## config.mk

```make
export PLATFORM = sky130hd
export DESIGN_NAME = counter_req_arb
export DESIGN_NICKNAME = d
export VERILOG_FILES = /design/src/rtl/counter_req_arb.sv
export SDC_FILE = /design/constraint.sdc
export NUM_CORES = 1
export LEC_CHECK = 0
export BUFFER_PORTS_ARGS = -buffer_cell sky130_fd_sc_hd__buf_2
export CAP_MARGIN = 10
export CORE_MARGIN = 3
export CORE_UTILIZATION = 53
export DETAILED_ROUTE_END_ITERATION = 10
export PLACE_DENSITY = 0.84
export RECOVER_POWER = 25
export SYNTH_ARGS = -nofsm -noshare
export SYNTH_HDL_FRONTEND = slang
export SYNTH_SLANG_ARGS = --single-unit
```

## constraint.sdc

```tcl
create_clock -name clk -period 7 [get_ports clk]
set_input_delay 0.7 -clock clk [delete_from_list [all_inputs] [get_ports clk]]
set_output_delay 0.7 -clock clk [all_outputs]
set_load 0.02 [all_outputs]
```

## src/rtl/counter_req_arb.sv

```systemverilog
// Round-robin inc/dec request arbiter that sits in front of one shared counter.
// It rejects requests that would wrap the counter, judged on the projected count.
module counter_req_arb #(
  parameter int NREQ = 4,
  parameter int CW   = 8
) (
  input  logic            clk,
  input  logic            rst,
  input  logic [NREQ-1:0] req,
  input  logic [NREQ-1:0] op,
  output logic [NREQ-1:0] gnt,
  output logic [NREQ-1:0] rej,
  input  logic [CW-1:0]   cnt,
  output logic            inc,
  output logic            dec
);

  localparam int PW = (NREQ > 1) ? $clog2(NREQ) : 1;

  logic [PW-1:0] ptr_q, ptr_d;
  logic          inc_q, inc_d;
  logic          dec_q, dec_d;

  logic [CW:0]   proj;
  logic          full;
  logic          empty;
  logic          found;
  logic [PW-1:0] cand;
  logic [PW:0]   sum;
  logic [PW-1:0] idx;

  // count the counter will hold once last cycle's strobe lands
  assign proj  = {1'b0, cnt}
               + {{CW{1'b0}}, inc_q}
               - {{CW{1'b0}}, dec_q};
  assign full  = (proj == {1'b0, {CW{1'b1}}});
  assign empty = (proj == '0);

  assign inc = inc_q;
  assign dec = dec_q;

  // first requester after the last served one, wrapping around
  always_comb begin
    found = 1'b0;
    cand  = ptr_q;
    sum   = '0;
    idx   = '0;
    for (int i = 1; i <= NREQ; i++) begin
      sum = {1'b0, ptr_q} + (PW+1)'(i);
      if (sum >= (PW+1)'(NREQ))
        sum = sum - (PW+1)'(NREQ);
      idx = sum[PW-1:0];
      if (!found && req[idx]) begin
        found = 1'b1;
        cand  = idx;
      end
    end
  end

  // grant or reject the candidate and prepare the next strobe
  always_comb begin
    gnt   = '0;
    rej   = '0;
    inc_d = 1'b0;
    dec_d = 1'b0;
    ptr_d = ptr_q;
    if (!rst && found) begin
      ptr_d = cand;
      unique case (1'b1)
        (op[cand] && full):   rej[cand] = 1'b1;
        (op[cand] && !full): begin
          gnt[cand] = 1'b1;
          inc_d     = 1'b1;
        end
        (!op[cand] && empty): rej[cand] = 1'b1;
        default: begin
          gnt[cand] = 1'b1;
          dec_d     = 1'b1;
        end
      endcase
    end
  end

  // pointer and strobe registers; reset leaves index 0 first in line
  always_ff @(posedge clk) begin
    if (rst) begin
      ptr_q <= PW'(NREQ-1);
      inc_q <= 1'b0;
      dec_q <= 1'b0;
    end else begin
      ptr_q <= ptr_d;
      inc_q <= inc_d;
      dec_q <= dec_d;
    end
  end

endmodule

```

==> results.yml <==
global_route:
  grt_overflow: 0
  grt_pass1_vias: 745
  grt_max_degree: 8
  antenna_found_initial: 0
  grt_pass1_wl_um: 2780
  grt.total_usage: 0.1840
synthesis:
  synth_flop_cell: "dfxtp_1"
  synth_cells: 102
  ys_seq_area_frac: 0.09922
  synth_edf_count: 0
  synth_top_family_by_area: "simple AND/OR/NAND/NOR gates"
  syn-num-nets: 130
  synth_compound_area_frac: 0.2620
  yosysWarnings: 0
  synth_area_um2: 807.0
  async_flop_share: 0
  syn_area_per_cell_um2: 7.912
  synthAdderAreaFrac: 0.1643
  yosysUniqueCellTypes: 44
  synth-xor-area-share: 0.05271
  synth_simple_gate_area_frac: 0.2961
  muxShareOfSynthArea: 0.05581
  synth_seq_cells: 4
placement:
  hpwl_um: 1479
  gp_congestion: 0.8683
  portBuffers: 27
  placed_cells: 144
  place_ws_ns: 3.315
cts:
  post_cts_buffers: 0
  cts_hold_buf: 0
  cts_tree: "yes"
  clkTransAtPathRegs_ns: 0.04
  ctsHtreeMaxLevel: 1
  numCtsBuffers: 3
  root_buffer: "clkbuf_4"
  ctsResizeCount: 0
  clock-sinks: 4
  clk_path_buf_depth: 2
  clkLatencyLatePin_ns: 0.24
critical_path:
  crit_chain: "inv_1 > ha_1 > inv_1 > ha_1 > inv_1 > fa_1 > nor2b_1 > o2111ai_1 > a31o_1 > a211oi_1 > and4_4 > o211a_1 > nor2_1 > buf_2"
  path_class: "reg -> out"
  r2r-end: "dec"
  cp_common_cell: "inv_1"
  end_kind: "primary output"
  worstPathMaxFanout: 4
  cp.arrival_ns: 3.16
  max_stage_delay_ns: 0.40
  reg2reg_setup_slack_ns: 4.31
  r2r_cells: 13
  r2r-start: "inc"
  critical_path.top_delay_family: "compound AO/OA/AOI/OAI gates"
  path_buf_inv: 4
  start_kind: "flip-flop"
  slowest_stage: "fa_1"
  critPathRequiredTime_ns: 6.30
hold_path:
  hold_depth: 3
  hold_path.class: "reg -> reg"
  holdCritStartpoint: "ptr_q[0]"
  holdPathEnd: "ptr_q[0]"
final_layout:
  nets: 162
  final_cell_mix: "25 x buf_2, 15 x inv_1, 13 x nor2_1"
  nFillCells: 120
  syn2layout_area_growth_pct: 19.69
  layout_commonest_cell: "buf_2"
  layout-drive-gt1-share: 0.2879
  layout.cells.non_filler: 147
  num_antenna_cells: 0
timing:
  tightest_slew_ns: 0.6063
  clock_skew_ns: 0.001243
  tns_ns: 0
  worst_slack_ns: 3.145
  post-route-period-util: 0.5508
  min_period_ns: 3.856
  timing.fmax_ghz: 0.2594
  rsz0062_at_grt: "false"
  setup_viol: 0
  hold_viol_final: 0
  whs_ns: 0.6522
  relSlewSlack: 0.5939
  slew_viol_final: 0
floorplan:
  die_area_um2: 2027
  fp.dieW_um: 45.02
  ios: 28
  std_cell_rows: 13
  design.core.area_um2: 1366
  start_util: 0.5907
  die_h_um: 45.02
routing:
  antenna_left: 0
  wl_um: 1715
  drc: 0
  vias_per_cell: 5.612
  initialDrtViolationCount: 29
  dr_total_vias: 825
  drt_pass1_iterations: 4
  wl_per_cell_um: 11.67
run:
  cap_violations: 0
pwr:
  seqPwrFrac: 0.199
  leakage_nw: 0.5005
  internal-power_mw: 0.08232
  p_sw_mw: 0.06123
  p_per_area_nw_per_um2: 148.6
  pwr-share-clk: 0.204
  p_comb_frac: 0.596
  sw_frac_of_total: 0.4265
  vdd_drop_max_mv: 0.07020
run_status:
  status: "completed"
[sequential cells by signal, indices dropped and copies added, names as in the netlist]
register,cells
dec,1
ptr_q,2
inc,1
[through the flow]
step	power [mW]	util	cell area [um^2]
after floorplan	0.09504	-	807.0
after global placement	0.1123	0.7033	960.9
after detailed placement	0.1164	0.7033	960.9
after CTS	0.1469	0.7198	983.4
after global routing	0.1555	0.7070	965.9
final	0.1435	0.7070	965.9
[worst reg2reg max path: stages (launching register included)]
cell       delay [ns]
dfxtp_1          0.31
inv_1            0.05
ha_1             0.28
inv_1            0.06
ha_1             0.17
inv_1            0.07
fa_1             0.40
nor2b_1          0.17
o2111ai_1        0.15
a31o_1           0.28
a21boi_1         0.18
or3_1            0.17
and2_1           0.15
a41oi_1          0.09
[worst max path at each step]
stage,start,end,cells after the start
final,inc,gnt[1],14
after global routing,inc,rej[0],14
after CTS,inc,gnt[1],14
after detailed placement,cnt[0],gnt[1],12
after global placement,cnt[0],gnt[1],12
after floorplan,inc,rej[0],13
[layout make-up]
cell class	count	area (um^2)	share of cell area
Multi-Input combinational cell	83	655.6	0.6788
Tap cell	15	18.77	0.01943
Timing Repair Buffer	27	132.6	0.1373
Clock buffer	3	22.52	0.02332
Inverter	15	56.30	0.05829
Sequential cell	4	80.08	0.08290
[per-layer routing]
layer	global-route usage	vias up	share of wire
met2	0.3446	28	0.51
met5	0	-	0
li1	-	426	-
met4	0.08772	0	0.016
met3	0.01195	3	0.050
met1	0.2063	368	0.43
[cell families (layout without fill, tap and decap cells)]
family                   Yosys count  in the layout
AND/OR/NAND/NOR                   41             41
AO/OA/AOI/OAI                     24             24
buffers and inverters             15             45
adder cells (fa/ha/maj)           10             10
XOR/XNOR                           4              4
multiplexers                       4              4
flip-flops                         4              4
[power groups by stage]
| stage | logic [mW] | clock network (mW) | registers [mW] |
|---|---|---|---|
| 2_1_floorplan | 0.0646 | 0 | 0.0304 |
| 3_3_place_gp | 0.0837 | 0 | 0.0286 |
| 3_5_place_dp | 0.0875 | 0 | 0.0289 |
| 4_1_cts | 0.0879 | 0.0304 | 0.0286 |
| 5_1_grt | 0.0948 | 0.0315 | 0.0292 |
| 6_report | 0.0856 | 0.0293 | 0.0286 |
[synthesized netlist by cell type (all sizes together) (2+ instances only)]
cell,instances,share of area
nand2b,6,0.047
o21ai,4,0.025
nand3b,3,0.033
ha,9,0.14
inv,15,0.070
o211a,2,0.025
nand4,2,0.016
xor2,2,0.031
nor2,13,0.060
nor4,2,0.034
a211oi,2,0.025
or2,2,0.016
xnor2,2,0.022
nand2,3,0.014
a21o,2,0.019
a21oi,3,0.019
nor3,4,0.025
dfxtp,4,0.099
mux2i,3,0.037
Note: power is estimated with default switching activity, not from simulation.
